<file path="src/rtl/tetris_pkg.sv">
`default_nettype none
// ----------------------------------------------------------------------------
// tetris_pkg - board geometry, 3:3:3 colours and paint scheduler state encoding
// Rev 1.0
// ----------------------------------------------------------------------------
package tetris_pkg;

    localparam int COLS   = 10;
    localparam int ROWS   = 20;
    localparam int CELL_W = 64;
    localparam int CELL_H = 24;

    localparam logic [8:0] COLOR_BLACK = 9'h000;
    localparam logic [8:0] COLOR_WHITE = 9'h1FF;
    localparam logic [8:0] BG_COLOR    = COLOR_BLACK;

    typedef enum logic [1:0] {
        ST_IDLE  = 2'd0,
        ST_ISSUE = 2'd1,
        ST_WAIT  = 2'd2
    } state_t;

    // Products are truncated to the painter's origin widths.
    function automatic logic [9:0] cell_px_x(input logic [3:0] x, input int cw);
        return 10'(int'(x) * cw);
    endfunction

    function automatic logic [8:0] cell_px_y(input logic [4:0] y, input int ch);
        return 9'(int'(y) * ch);
    endfunction

endpackage
`default_nettype wire

</file>
<file path="src/rtl/rr_arbiter.sv">
`default_nettype none
// ----------------------------------------------------------------------------
// rr_arbiter - combinational round-robin pick, searching from last_grant+1
// Rev 1.0
// ----------------------------------------------------------------------------
module rr_arbiter #(
    parameter int NREQ = 4,
    parameter int IW   = (NREQ > 1) ? $clog2(NREQ) : 1
) (
    input  logic [NREQ-1:0] req_i,
    input  logic [IW-1:0]   last_grant_i,
    output logic [NREQ-1:0] grant_o,
    output logic [IW-1:0]   grant_idx_o,
    output logic            any_o
);

    always_comb begin
        int idx;
        idx         = 0;
        grant_o     = '0;
        grant_idx_o = '0;
        any_o       = 1'b0;
        for (int k = 1; k <= NREQ; k++) begin
            idx = (int'(last_grant_i) + k) % NREQ;
            if (!any_o && req_i[IW'(idx)]) begin
                grant_o[IW'(idx)] = 1'b1;
                grant_idx_o       = IW'(idx);
                any_o             = 1'b1;
            end
        end
    end

endmodule
`default_nettype wire

</file>
<file path="src/rtl/paint_scheduler.sv">
`default_nettype none
// ----------------------------------------------------------------------------
// paint_scheduler - shares the box painter between cell-draw requesters and
//                   the full-board clear sweep
// Rev 1.0
// ----------------------------------------------------------------------------
module paint_scheduler #(
    parameter int         NREQ        = 4,
    parameter int         COLS        = tetris_pkg::COLS,
    parameter int         ROWS        = tetris_pkg::ROWS,
    parameter int         CELL_W      = tetris_pkg::CELL_W,
    parameter int         CELL_H      = tetris_pkg::CELL_H,
    parameter logic [8:0] BG_COLOR    = tetris_pkg::BG_COLOR,
    parameter int         TIMEOUT_CYC = 4096
) (
    input  logic              CLOCK_50,
    input  logic              resetn,
    input  logic [NREQ-1:0]   req,
    input  logic [4*NREQ-1:0] req_x,
    input  logic [5*NREQ-1:0] req_y,
    input  logic [9*NREQ-1:0] req_color,
    output logic [NREQ-1:0]   ack,
    input  logic              clear_req,
    output logic              clear_busy,
    output logic              p_start,
    output logic [9:0]        p_x0,
    output logic [8:0]        p_y0,
    output logic [8:0]        p_color,
    input  logic              p_busy,
    input  logic              p_done,
    output logic              err_timeout,
    output logic              err_range
);
    import tetris_pkg::*;

    localparam int IW = (NREQ > 1) ? $clog2(NREQ) : 1;
    localparam int TW = $clog2(TIMEOUT_CYC + 1);

    state_t            state_q, state_d;
    logic [NREQ-1:0]   ack_q, ack_d;
    logic              p_start_q, p_start_d;
    logic [9:0]        p_x0_q, p_x0_d;
    logic [8:0]        p_y0_q, p_y0_d;
    logic [8:0]        p_color_q, p_color_d;
    logic              op_clr_q, op_clr_d;
    logic [IW-1:0]     grant_q, grant_d;
    logic [IW-1:0]     last_grant_q, last_grant_d;
    logic              clr_pend_q, clr_pend_d;
    logic [3:0]        clr_x_q, clr_x_d;
    logic [4:0]        clr_y_q, clr_y_d;
    logic [TW-1:0]     to_cnt_q, to_cnt_d;
    logic              err_timeout_q, err_timeout_d;
    logic              err_range_q, err_range_d;

    logic [NREQ-1:0]   arb_grant;
    logic [IW-1:0]     arb_idx;
    logic              arb_any;
    logic [3:0]        x_arr [NREQ];
    logic [4:0]        y_arr [NREQ];
    logic [8:0]        c_arr [NREQ];
    logic [3:0]        win_x;
    logic [4:0]        win_y;
    logic [8:0]        win_color;

    genvar gi;
    generate
        for (gi = 0; gi < NREQ; gi++) begin : g_unpack
            assign x_arr[gi] = req_x[4*gi +: 4];
            assign y_arr[gi] = req_y[5*gi +: 5];
            assign c_arr[gi] = req_color[9*gi +: 9];
        end
    endgenerate

    assign win_x     = x_arr[arb_idx];
    assign win_y     = y_arr[arb_idx];
    assign win_color = c_arr[arb_idx];

    // A requester is masked while its ack is high so it may drop req a cycle late.
    rr_arbiter #(.NREQ(NREQ), .IW(IW)) u_arb (
        .req_i        (req & ~ack_q),
        .last_grant_i (last_grant_q),
        .grant_o      (arb_grant),
        .grant_idx_o  (arb_idx),
        .any_o        (arb_any)
    );

    always_comb begin
        state_d       = state_q;
        ack_d         = '0;
        p_start_d     = 1'b0;
        p_x0_d        = p_x0_q;
        p_y0_d        = p_y0_q;
        p_color_d     = p_color_q;
        op_clr_d      = op_clr_q;
        grant_d       = grant_q;
        last_grant_d  = last_grant_q;
        clr_pend_d    = clr_pend_q;
        clr_x_d       = clr_x_q;
        clr_y_d       = clr_y_q;
        to_cnt_d      = to_cnt_q;
        err_timeout_d = err_timeout_q;
        err_range_d   = err_range_q;

        case (state_q)
            ST_IDLE: begin
                if (clr_pend_q && !p_busy) begin
                    op_clr_d  = 1'b1;
                    p_x0_d    = cell_px_x(clr_x_q, CELL_W);
                    p_y0_d    = cell_px_y(clr_y_q, CELL_H);
                    p_color_d = BG_COLOR;
                    p_start_d = 1'b1;
                    state_d   = ST_ISSUE;
                end else if (arb_any && !p_busy) begin
                    if (int'(win_x) >= COLS || int'(win_y) >= ROWS) begin
                        ack_d        = arb_grant;
                        err_range_d  = 1'b1;
                        last_grant_d = arb_idx;
                    end else begin
                        op_clr_d  = 1'b0;
                        grant_d   = arb_idx;
                        p_x0_d    = cell_px_x(win_x, CELL_W);
                        p_y0_d    = cell_px_y(win_y, CELL_H);
                        p_color_d = win_color;
                        p_start_d = 1'b1;
                        state_d   = ST_ISSUE;
                    end
                end
            end
            ST_ISSUE: begin
                to_cnt_d = '0;
                state_d  = ST_WAIT;
            end
            ST_WAIT: begin
                // A timed-out op is retired exactly like a completed one.
                if (p_done || int'(to_cnt_q) == TIMEOUT_CYC - 1) begin
                    if (!p_done) begin
                        err_timeout_d = 1'b1;
                    end
                    state_d = ST_IDLE;
                    if (op_clr_q) begin
                        if (int'(clr_x_q) == COLS - 1) begin
                            clr_x_d = '0;
                            if (int'(clr_y_q) == ROWS - 1) begin
                                clr_y_d    = '0;
                                clr_pend_d = 1'b0;
                            end else begin
                                clr_y_d = clr_y_q + 5'd1;
                            end
                        end else begin
                            clr_x_d = clr_x_q + 4'd1;
                        end
                    end else begin
                        ack_d[grant_q] = 1'b1;
                        last_grant_d   = grant_q;
                    end
                end else begin
                    to_cnt_d = to_cnt_q + TW'(1);
                end
            end
            default: state_d = ST_IDLE;
        endcase

        // Pending flag already covers a running sweep, so repeats are absorbed.
        if (clear_req) begin
            clr_pend_d = 1'b1;
        end
    end

    always_ff @(posedge CLOCK_50) begin
        if (!resetn) begin
            state_q       <= ST_IDLE;
            ack_q         <= '0;
            p_start_q     <= 1'b0;
            p_x0_q        <= '0;
            p_y0_q        <= '0;
            p_color_q     <= '0;
            op_clr_q      <= 1'b0;
            grant_q       <= '0;
            last_grant_q  <= '0;
            clr_pend_q    <= 1'b1;
            clr_x_q       <= '0;
            clr_y_q       <= '0;
            to_cnt_q      <= '0;
            err_timeout_q <= 1'b0;
            err_range_q   <= 1'b0;
        end else begin
            state_q       <= state_d;
            ack_q         <= ack_d;
            p_start_q     <= p_start_d;
            p_x0_q        <= p_x0_d;
            p_y0_q        <= p_y0_d;
            p_color_q     <= p_color_d;
            op_clr_q      <= op_clr_d;
            grant_q       <= grant_d;
            last_grant_q  <= last_grant_d;
            clr_pend_q    <= clr_pend_d;
            clr_x_q       <= clr_x_d;
            clr_y_q       <= clr_y_d;
            to_cnt_q      <= to_cnt_d;
            err_timeout_q <= err_timeout_d;
            err_range_q   <= err_range_d;
        end
    end

    assign ack         = ack_q;
    assign clear_busy  = clr_pend_q;
    assign p_start     = p_start_q;
    assign p_x0        = p_x0_q;
    assign p_y0        = p_y0_q;
    assign p_color     = p_color_q;
    assign err_timeout = err_timeout_q;
    assign err_range   = err_range_q;

endmodule
`default_nettype wire

</file>
<file path="config.mk">
export PLATFORM = sky130hd
export DESIGN_NAME = paint_scheduler
export DESIGN_NICKNAME = d
export VERILOG_FILES = /design/src/rtl/tetris_pkg.sv /design/src/rtl/rr_arbiter.sv /design/src/rtl/paint_scheduler.sv
export SDC_FILE = /design/constraint.sdc
export NUM_CORES = 1
export LEC_CHECK = 0
export ABC_AREA = 0
export BUFFER_PORTS_ARGS = -buffer_cell sky130_fd_sc_hd__buf_4
export CAP_MARGIN = 20
export CORE_AREA = 2 2 136 138
export CTS_CLUSTER_DIAMETER = 200
export DETAILED_ROUTE_END_ITERATION = 8
export DIE_AREA = 0 0 138 140
export PLACE_DENSITY = 0.54
export RECOVER_POWER = 100
export SYNTH_ARGS = -nofsm -noshare
export SYNTH_HDL_FRONTEND = slang
export SYNTH_SLANG_ARGS = --single-unit
</file>
<file path="constraint.sdc">
create_clock -name CLOCK_50 -period 6.68 [get_ports CLOCK_50]
set_clock_uncertainty 0.1 [all_clocks]
set_input_delay 1.336 -clock CLOCK_50 [delete_from_list [all_inputs] [get_ports CLOCK_50]]
set_output_delay 1.336 -clock CLOCK_50 [all_outputs]
set_load 0.03 [all_outputs]
</file>
---- Word-level counts from Yosys, hierarchy flattened ----
Cells that the tools add are included.
operators by class
  $add $sub $neg .......................... 7
  multiply operators ...................... 2
  divide/modulo/power cells ............... 0
  $lt $le $gt $ge ......................... 13
  equal/unequal tests ..................... 14
  shift-type cells ........................ 0
  mux-type cells .......................... 79
  bitwise operators ....................... 10
  reductions and logical operators ........ 32
operator list
  kind                   number
  $mux 9                 8
  $mux 4                 12
  $mux 10                3
  $mux 2                 13
  $pmux 13 s2            1
  $mux 1                 23
  $bmux 9 s2             1
  $lt 2x4->1 const B     4
  $mux 5                 3
  $ne 2x2->1 const B     7
  $add 13x1->13 const B  1
  $eq 13x13->1 const B   1
  $mux 13                1
  $mul 5x2->6 const B    2
  $or 4x4->4             3
  $reduce_and 3->1       4
  $reduce_and 4->1       3
  $bmux 5 s2             1
  $demux 1 s2            5
  $ge 2x1->1 const B     5
  $logic_and 1x1->1      10
  $bmux 1 s2             4
  $bmux 4 s2             1
  $pmux 4 s2             1
  27 further kinds       40
word-level totals
  register bits ........................... 65
  latch bits .............................. 0
  RAM bits ................................ 0
  bits in read-only memories .............. 0
  bits of input ports ..................... 81
  output and inout port bits .............. 36
  word-level logic and storage cells ...... 172
  memories kept ........................... 0

---- Logic depth before layout (Yosys ltp) ----
Gate-level depths: netlist of run 1.
  depth after elaboration ................. 25
  mapped depth ............................ 21

---- Hierarchy ----
Synthesis of run 1 repeated with hierarchy kept, for this count alone.
second synthesis, totals
  cells, all modules ...................... 463
  area, all modules ....................... 4112.7 µm²
modules (own cells, without submodules)
  module           times used  cells an instance  area an instance (µm²)  seq. area each (µm²)
  paint_scheduler  1           390                3518.4                  1121.1
  rr_arbiter       1           73                 594.3                   0.0

---- Least setup slack after synthesis of run 1 ----
Ideal clock, no wire load.
  path kind ............................... input to register
  from .................................... input req[3]
  to ...................................... register p_y0_q[8] (netlist: p_y0[8])
  setup time .............................. 95 ps
  data arrival time ....................... 4720 ps
  data required time ...................... 6485 ps
  setup slack ............................. 1765 ps
  cell stages on the path ................. 17
  path buffers ............................ 2
  cells stage by stage .................... nand2b_1 -> mux4_2 -> nor3_4 -> o31ai_2 -> nand2_1 -> buf_2 -> buf_2 -> mux2i_1 -> ha_1 -> inv_1 -> fa_1 -> o21ai_0 -> or4_1 -> o311ai_1 -> xnor2_1 -> a21oi_1 -> a221oi_1
on the way
  word-level cells in the longest chain between the ends .. 22
  elaborated cells between the ends (all ways) .. 45
  classes of those cells .................. mul: 1; order compare: 2; eq/ne: 1; mux: 29; bitwise: 2; reduce/logical: 10
ends and longest elaborated chain
  element                                                                     line                                          text
  start, declared                                                             paint_scheduler.sv:18                         input logic [NREQ-1:0] req,
  $and 4x4->4 (*)                                                             paint_scheduler.sv:80                         .req_i (req & ~ack_q),
  $bmux 1 s2                                                                  rr_arbiter.sv:25                              if (!any_o && req_i[IW'(idx)]) begin
  $mux 1 (not written as such) (2 in a row)                                   rr_arbiter.sv:25
  $mux 1                                                                      rr_arbiter.sv:25
  $logic_not 1->1                                                             rr_arbiter.sv:25
  $logic_and 1x1->1                                                           rr_arbiter.sv:25
  $mux 1                                                                      rr_arbiter.sv:25
  $logic_not 1->1                                                             rr_arbiter.sv:25
  (+4 left out)                                                               --
  $mux 2                                                                      rr_arbiter.sv:25
  $not 2->3 (not written as such)                                             paint_scheduler.sv:74, paint_scheduler.sv:75
  $bmux 5 s2 / $bmux 4 s2 (equally long branches)                             paint_scheduler.sv:75, paint_scheduler.sv:74
  $mux 5 (not written as such) / $mux 4 (equally long branches) (2 in a row)  paint_scheduler.sv:75, paint_scheduler.sv:74
  $mul 5x2->6 (tied with other cells)                                         tetris_pkg.sv:29                              return 9'(int'(y) * ch);
  $mux 9 / $logic_or 1x1->1 (equally long branches)                           paint_scheduler.sv:114                        if (int'(win_x) >= COLS || int'(win_y) >= ROWS) begin
  $mux 9 / $ne 2x2->1 (equally long branches)                                 --
  $mux 9 / $reduce_and 3->1 (equally long branches)                           --
  end signal, assigned                                                        paint_scheduler.sv:191                        p_y0_q <= p_y0_d;
  end, declared                                                               paint_scheduler.sv:43                         logic [8:0] p_y0_q, p_y0_d;
Mark *: on every way between the ends. The rest lies on a longest branch, timed or not. The select of a mux whose other input is x is not followed.
A chain may end at the register's enable or synchronous reset.

---- Final worst setup path of run 1 ----
  from .................................... register last_grant_q[1]
  to ...................................... register p_y0_q[8] (netlist: p_y0[8])
on the way
  word-level cells in the longest chain between the ends .. 22
  elaborated cells between the ends (all ways) .. 48
  classes of those cells .................. add/sub: 4; mul: 1; order compare: 2; eq/ne: 1; mux: 29; bitwise: 1; reduce/logical: 10
ends and longest elaborated chain
  element                                                                     line                                          text
  start, declared                                                             paint_scheduler.sv:47                         logic [IW-1:0] last_grant_q, last_grant_d;
  start signal, assigned                                                      paint_scheduler.sv:195                        last_grant_q <= last_grant_d;
  $add 2x1->2                                                                 rr_arbiter.sv:24                              idx = (int'(last_grant_i) + k) % NREQ;
  $bmux 1 s2                                                                  rr_arbiter.sv:25
  $mux 1 (not written as such) (2 in a row)                                   rr_arbiter.sv:25
  $mux 1                                                                      rr_arbiter.sv:25
  $logic_not 1->1                                                             rr_arbiter.sv:25
  $logic_and 1x1->1                                                           rr_arbiter.sv:25
  $mux 1                                                                      rr_arbiter.sv:25
  $logic_not 1->1                                                             rr_arbiter.sv:25
  (+4 left out)                                                               --
  $mux 2                                                                      rr_arbiter.sv:25
  $not 2->3 (not written as such)                                             paint_scheduler.sv:74, paint_scheduler.sv:75
  $bmux 5 s2 / $bmux 4 s2 (equally long branches)                             paint_scheduler.sv:75, paint_scheduler.sv:74
  $mux 5 (not written as such) / $mux 4 (equally long branches) (2 in a row)  paint_scheduler.sv:75, paint_scheduler.sv:74
  $mul 5x2->6 (tied with other cells)                                         tetris_pkg.sv:29
  $mux 9 / $logic_or 1x1->1 (equally long branches)                           paint_scheduler.sv:114
  $mux 9 / $ne 2x2->1 (equally long branches)                                 --
  $mux 9 / $reduce_and 3->1 (equally long branches)                           --
Parallel ways exist; a longest one is shown, timed or not. The select of a mux whose other input is x is not followed.

==> results of run 1 <==
cells in the final DEF, fill, tap and decap left out, types with 4 or more instances in the layout:
master     synthesis  layout
a21o_1             4       4
and3_1             6       6
clkbuf_1          14      28
nand2_1           84      84
o22ai_1            3       9
mux2i_1           14      14
inv_1             18      18
clkbuf_16          0       5
nand2b_1           9       9
nor3_1             9      10
nand3_1           28      28
conb_1             1       9
xor2_1             5       5
xnor2_1            5       5
ha_1              19      19
nor2_1            55      55
dfxtp_1           56      56
nand4_1            5       5
mux4_2             7       7
o21ai_0           27      29
buf_4             10      83
a211oi_1           6       6
a21oi_1           59      59
nor2b_1            8       8
mux2_2             7       7
stage by stage:
step	setup slack, ns	utilization	instances	power (mW)
finish	1.14	0.298	885	1.74
global placement	1.26	0.300	876	1.53
detailed placement	1.19	0.300	876	1.53
floorplan	1.76	-	570	1.25
global route	0.651	0.298	885	1.88
CTS	1.48	0.308	884	1.81
routing by layer:
metal	GRT usage	up-vias	part of all wire
li1	-	2179	-
met1	0.171	1993	0.47
met2	0.222	74	0.48
met3	0.0260	23	0.033
met4	0.0435	0	0.018
met5	0	-	0
state kept, by name (all words and copies together) (netlist names):
name	cells
clr_y_q	5
clr_x_q	4
err_timeout	1
err_range	1
clear_busy	1
grant_q	2
p_start	1
p_color	9
ack	4
p_y0	6
to_cnt_q	13
last_grant_q	2
op_clr_q	1
p_x0	4
state_q	2
Yosys cell counts (3+ instances only):
| library cell | number | area share |
|---|---|---|
| mux2i_1 | 14 | 0.032 |
| xnor2_1 | 5 | 0.010 |
| nand2b_1 | 9 | 0.013 |
| nand4_1 | 5 | 0.0071 |
| and2_1 | 4 | 0.0057 |
| dfxtp_1 | 56 | 0.26 |
| nor3_1 | 9 | 0.010 |
| buf_2 | 4 | 0.0046 |
| buf_4 | 10 | 0.017 |
| and3_1 | 6 | 0.0086 |
| mux4_2 | 7 | 0.036 |
| clkbuf_1 | 14 | 0.012 |
| o21ai_1 | 4 | 0.0046 |
| a21boi_0 | 3 | 0.0051 |
| a21oi_1 | 59 | 0.067 |
| o2111ai_1 | 3 | 0.0060 |
| ha_1 | 19 | 0.054 |
| buf_6 | 5 | 0.013 |
| o21ai_0 | 27 | 0.031 |
| nor4_1 | 3 | 0.0043 |
| a221oi_1 | 3 | 0.0060 |
| inv_1 | 18 | 0.015 |
| nor3b_1 | 3 | 0.0051 |
| nor2_1 | 55 | 0.047 |
| nand2_1 | 84 | 0.072 |
| nand3_1 | 28 | 0.032 |
| xor2_1 | 5 | 0.010 |
| nor2b_1 | 8 | 0.011 |
| o22ai_1 | 3 | 0.0043 |
| a21o_1 | 4 | 0.0069 |
| o22ai_2 | 8 | 0.023 |
| a211oi_1 | 6 | 0.010 |
| mux2_2 | 7 | 0.018 |
| a22oi_1 | 3 | 0.0051 |
final timing paths:
check                                     from                        end  slack (ns)
hold / removal       to_cnt_q[11]$_SDFFE_PN0P_  to_cnt_q[11]$_SDFFE_PN0P_        0.36
setup / recovery  last_grant_q[1]$_SDFFE_PN0P_       p_y0[8]$_SDFFE_PN0P_        1.14
setup reg to reg  last_grant_q[1]$_SDFFE_PN0P_       p_y0[8]$_SDFFE_PN0P_        1.14
hold reg to reg      to_cnt_q[11]$_SDFFE_PN0P_  to_cnt_q[11]$_SDFFE_PN0P_        0.36
layout make-up:
class                   instances  area (sq um)  area share
clock buffers                   6           139      0.0262
clock inverters                 2          10.0     0.00189
inverters                      21          83.8      0.0158
multi-input cells             459          2930       0.552
flip-flops and latches         56          1120       0.212
well taps                     229           287      0.0541
repair buffers                112           733       0.138
cell families after synthesis:
kind of cell | after synthesis
AOI/OAI and AO/OA | 152
muxes | 29
other | 1
buffers and inverters | 55
and+or+nand+nor | 238
DFF | 56
xor gates and xnor gates | 10
adders and majority gates | 21
where the power goes:
group          leakage [nW]  internal, mW  switching [mW]
combinational          1.65         0.393           0.643
sequential            0.454         0.383          0.0482
clock                0.0766         0.148           0.121
total                  2.18         0.924           0.812
critical path, cell delays in order (launching register included):
cell      delay, ns
dfxtp_1        0.67
inv_6          0.11
ha_1           0.42
nor4bb_1       0.55
or2_2          0.26
nor3_4         0.07
o31ai_1        0.45
nand2_1        0.17
buf_4          0.28
mux2i_1        0.28
ha_1           0.20
nand2_1        0.07
o311a_1        0.14
o41a_1         0.33
and2_4         0.18
o211ai_1       0.40
nand2_2        0.41
a221oi_1       0.34
==> summary.md, run 1 <==
| Metric | Value |
|---|---|
| Hold_buf cts | 0 |
| First-pass GRT wire length | 21200 um |
| Clock buffer depth | 2 |
| Crit end category | flip-flop |
| Port-buffer cells | 107 |
| Post-CTS repair timing setup buffer count | 0 |
| Die Span X | around 140 um |
| IO Pins | about 120 |
| Slew Limit Fails | 0 |
| Routed len/inst | 15.0 um |
| RSZ-0062 raised after global routing | false |
| Routed Antenna Nets | 0 |
| Yosys cell types | 85 |
| XOR/XNOR Fraction of Synth Area | 0.0200 |
| Mux share of post-synthesis cell area | 0.0885 |
| Maxcap violations | 0 |
| Hold path cells | 1 |
| RePlAce Congestion | 0.872 |
| DP HPWL | slightly above 10000 um |
| Crit path DAT | 5.64 ns |
| Max rail drop VDD | 0.114 mV |
| Gr usage total | 0.132 |
| Tmin final | 5.54 ns |
| Nets@finish | ~760 |
| Async set or reset register ratio after synthesis | 0 |
| Design area | 5300 sq um |
| Clock sink count | 56 |
| Mapped Area | 4380 sq um |
| Residual DRC | 0 |
| PwrDens | between 300 and 400 nW/um^2 |
| Reg2reg path depth | 17 |
| Critical path startpoint category | flip-flop |
| Post-Route WL | 13300 um |
| Diode count | 0 |
| Worst Max-Slew Pin Slew | 0.991 ns |
| Compound-Gate Fraction of Synth Area | 0.237 |
| Worst-skew pair later-pin latency | 0.30 ns |
| Largest family of logic cells by synthesized area | simple AND/OR/NAND/NOR gates |
| Worst EP required | slightly below 7 ns |
| Initial antenna violation count | 0 |
| Max_slew headroom | 0.332 |
| Mapped Avg Cell Area | 7.79 sq um |
| Crit Path Category | flip-flop to flip-flop |
| Post-synthesis simple-gate area fraction | 0.267 |
| Seq/Total Area, Yosys | 0.256 |
| Placed inst area | 5330 sq um |
| Crit share post-route | 0.830 |
| Via count | 4269 |
| Drt first pass iters | 4 |
| WHS | 0.361 ns |
| Yosys warns | 0 |
| Fillers | 1951 |
| Largest net degree at the start of global routing | 38 |
| Vias in the first global route | 4088 |
| Placeable Area | about 18000 sq um |
| Initial core utilization | 0.246 |
| Share of cells above drive strength 1 | 0.197 |
| Clk slew on worst S/H paths | 0.07 ns |
| PostCTS Resize Cnt | 0 |
| Die Area | ~19000 sq um |
| CTS root buffer | clkbuf_16 |
| CP Max Fanout | 28 |
| # rows | 49 |
| Primary FF master, synth | dfxtp_1 |
| CTS tree | yes |
| Max frequency | 180 MHz |
| Yosys reg bits | 56 |
| Final hold vios | 0 |
| Pleak | 2.18 nW |
| Final setup violation count | 0 |
| Die Height | around 140 um |
| Layout area overhead | 21.0% |
| H-tree Lvls | 2 |
| Adder-cell share of the synthesized area | 0.0634 |
| DR iter-0 viols | ~250 |
| Remaining global-route overflow | 0 |
| Setup TNS | 0 ns |
| Status | finished clean |
| Num CTS Buffers | 5 |
| Cell count after synthesis | between 500 and 600 |
| Type of the most critical hold path | flip-flop to flip-flop |
| Number of synthesized flops with an enable pin | 0 |
| Via-to-Cell Ratio | 4.82 |
No activity file was read; power rests on OpenSTA's default activity.
==> run 2, diff against run 1 <==
Settings changed: ABC_AREA 0 to 1, CORE_AREA 2 2 136 138 to 2 2 134 136, DIE_AREA 0 0 138 140 to 0 0 136 138, PLACE_DENSITY 0.54 to 0.56.
Clock period 6.68 ns to 4.8 ns, I/O delays scaled along.
==> summary.md, run 2 <==
| Metric | Value |
|---|---|
| Cell count after synthesis | 645 (+15%) |
| Status | finished clean |
| Yosys top cell area share | 0.264 (+0.00815) |
| Slew Limit Fails | 0 (unchanged) |
| Most frequent CP cell | nand2_1 |
| Gr usage total | 0.133 (+0.000220) |
| Mapped Avg Cell Area | 6.58 sq um (-16%) |
| Via count | 4388 (+2.8%) |
| Setup TNS | 0 ns (unchanged) |
| Cell with the most instances after synthesis | nand2_1 |
| Die Area | 18800 sq um (-2.9%) |
| Largest net degree at the start of global routing | 38 (unchanged) |
| Share of cells above drive strength 1 | 0.178 (-0.0183) |
| IO Pins | 117 (unchanged) |
| Post-Route WL | 12600 um (-4.8%) |
| Drt first pass iters | 4 (unchanged) |
| DP HPWL | 9740 um (-5.6%) |
| Max_slew headroom | 0.216 (-0.116) |
| Type of the most critical hold path | flip-flop to flip-flop |
| Yosys reg bits | 56 (unchanged) |
| Yosys cell types | 51 (-40%) |
| Reg with most FFs | to_cnt_q |
| First-pass GRT wire length | 20500 um (-3.2%) |
| Vias in the first global route | 4132 (+1.1%) |
| CTS root buffer | clkbuf_16 |
| Crit path DAT | 4.35 ns (-1.29 ns) |
| Crit end category | flip-flop |
| Cell taking the most area after synthesis | dfxtp_1 |
| Maxcap violations | 0 (unchanged) |
| Final setup violation count | 0 (unchanged) |
| Nets@finish | 841 (+11%) |
| Mapped Area | 4250 sq um (-3.1%) |
| Yosys warns | 0 (unchanged) |
| Initial antenna violation count | 0 (unchanged) |
| Commonest cells post-synth | nand2_1 (125), nor2_1 (82), inv_1 (71) |
| # rows | 49 (unchanged) |
| Number of synthesized flops with an enable pin | 0 (unchanged) |
| PostCTS Resize Cnt | 0 (unchanged) |
| Worst EP required | 4.94 ns (-1.84 ns) |
| Tmin final | 4.21 ns (-1.33 ns) |
| H-tree Lvls | 2 (unchanged) |
| Die Height | 138 um (-1.4%) |
| PwrDens | 574 nW/um^2 (+75%) |
| Final hold vios | 0 (unchanged) |
| Die Span X | 136 um (-1.4%) |
| Routed len/inst | 13.0 um (-13%) |
| Remaining global-route overflow | 0 (unchanged) |
| Crit-path max cell delay | 0.63 ns (-0.04 ns) |
| Async set or reset register ratio after synthesis | 0 (unchanged) |
| Max frequency | 237 MHz (+32%) |
| DR iter-0 viols | 196 (-20%) |
| Port-buffer cells | 107 (unchanged) |
| CTS tree | yes |
| Post-CTS repair timing setup buffer count | 0 (unchanged) |
| Seq/Total Area, Yosys | 0.264 (+0.00815) |
| Crit Path Category | flip-flop to flip-flop |
| Most common cell after layout, fill and taps aside | nand2_1 |
| Worst-skew pair later-pin latency | 0.29 ns (about the same) |
| Clock sink count | 56 (unchanged) |
| RSZ-0062 raised after global routing | false |
| Layout area overhead | 23.4% |
| Post-layout util | 0.299 (+0.000744) |
| CP Max Fanout | 37 (+32%) |
| Placeable Area | 17500 sq um (-1.4%) |
| Crit-path slowest cell | nor2_1 |
| Critical path startpoint category | flip-flop |
| CP cell instances | inv_4 -> ha_1 -> inv_1 -> nand3_2 -> nand2_4 -> inv_2 -> a21oi_1 -> nand3_4 -> nand2_4 -> or2_2 -> a32oi_1 -> ha_1 -> nand2_1 -> a21oi_1 -> nor2_1 -> nand2_1 -> nand3b_1 -> nand2_1 -> nor2_1 |
| Diode count | 0 (unchanged) |
| Via-to-Cell Ratio | 4.53 (-6.1%) |
| Max reg flops | 13 (unchanged) |
| Ranking of synthesized cells by area | dfxtp_1 (26%), nand2_1 (11%), nand3_1 (7.3%) |
| Primary FF master, synth | dfxtp_1 |
| Residual DRC | 0 (unchanged) |
| Num CTS Buffers | 5 (unchanged) |
| Hold_buf cts | 0 (unchanged) |
| Initial core utilization | 0.242 (-0.00426) |
| Crit share post-route | 0.877 (+0.0476) |
| Clock buffer depth | 2 (unchanged) |
| Most frequent cells in the layout | nand2_1 (128), buf_4 (84), nor2_1 (83) |
| Pleak | 2.34 nW (+7.0%) |
| Worst Max-Slew Pin Slew | 1.18 ns (+0.185 ns) |
| RePlAce Congestion | 0.863 (-1.0%) |
| Clk slew on worst S/H paths | 0.08 ns (about the same) |
| Routed Antenna Nets | 0 (unchanged) |
| Max rail drop VDD | 0.284 mV (+150%) |
==> run 2: changes by cell type after synthesis, sizes merged, moves of 7 or more <==
| cell | before | now |
|---|---|---|
| inv | 21 | 77 |
| nand2 | 85 | 138 |
| nand3 | 28 | 76 |
| nor2 | 55 | 83 |
| a21oi | 59 | 42 |
| nand4 | 5 | 21 |
| mux2i | 14 | 2 |
| nand2b | 10 | 0 |
| o21ai | 33 | 42 |
| mux2 | 8 | 0 |
| nor2b | 8 | 0 |
| a211oi | 9 | 2 |
| and3 | 8 | 1 |
| mux4 | 7 | 0 |
==> run 2: cells by family (layout without fill, tap and decap cells) <==
| kind of cell | after synthesis | after routing | share of synthesized area |
|---|---|---|---|
| compound gates | 109 | 109 | 0.149 |
| xor+xnor | 6 | 6 | 0.0124 |
| fa+ha+maj | 21 | 21 | 0.0654 |
| buf+inv | 112 | 199 | 0.119 |
| flops | 56 | 56 | 0.264 |
| mux | 2 | 2 | 0.00472 |
| other cells | 1 | 9 | 0.000883 |
| simple gates | 338 | 338 | 0.384 |
==> run 2: through the flow <==
stage | std cells | worst slack [ns] | instance area [sq um] | power (mW) | hold slack, ns
floorplan | 653 | 0.978 | 4280 | 2.21 | 0.326
global placement | 961 | 0.488 | 5200 | 2.66 | 0.353
detailed placement | 961 | 0.474 | 5200 | 2.65 | 0.358
CTS | 969 | 0.674 | 5370 | 3.10 | 0.369
global route | 969 | 0.148 | 5240 | 3.30 | 0.402
finish | 969 | 0.589 | 5240 | 3.01 | 0.365
==> run 2: per-layer routing <==
metal / wire length [um] / vias to the layer above / GRT usage / part of all wire
li1: - / 2303 / - / -
met5: 0 / - / 0 / 0
met3: 751 / 14 / 0.0235 / 0.059
met4: 202 / 0 / 0.0334 / 0.016
met2: 5790 / 107 / 0.220 / 0.46
met1: 5890 / 1964 / 0.177 / 0.47
==> run 2: power by group <==
group | switching, mW | internal, mW
registers | 0.0305 | 0.515
clock network | 0.182 | 0.250
logic | 1.39 | 0.643
total | 1.60 | 1.41
==> run 2: area by class of cell <==
class,count,area (sq um)
Multi-Input combinational cell,485,2630
Tap cell,229,287
Inverter,79,299
Sequential cell,56,1120
Clock inverter,3,46.3
Fill cell,1989,12300
Clock buffer,5,125
Timing Repair Buffer,112,736
==> run 2: path summary, 6_finish.rpt <==
check | start | to | slack (ns) | cells after the start
setup / recovery | last_grant_q[0]$_SDFFE_PN0P_ | last_grant_q[1]$_SDFFE_PN0P_ | 0.59 | 19
hold / removal | to_cnt_q[12]$_SDFFE_PN0P_ | to_cnt_q[12]$_SDFFE_PN0P_ | 0.37 | 2
setup reg to reg | last_grant_q[0]$_SDFFE_PN0P_ | last_grant_q[1]$_SDFFE_PN0P_ | 0.59 | 19
hold reg to reg | to_cnt_q[12]$_SDFFE_PN0P_ | to_cnt_q[12]$_SDFFE_PN0P_ | 0.37 | 2
==> run 2: critical path, delay by kind of cell (launching register included) <==
family | cells | cell delay [ns]
flops | 1 | 0.38
simple gates | 11 | 2.14
fa+ha+maj | 2 | 0.68
buf+inv | 3 | 0.32
compound gates | 3 | 0.54
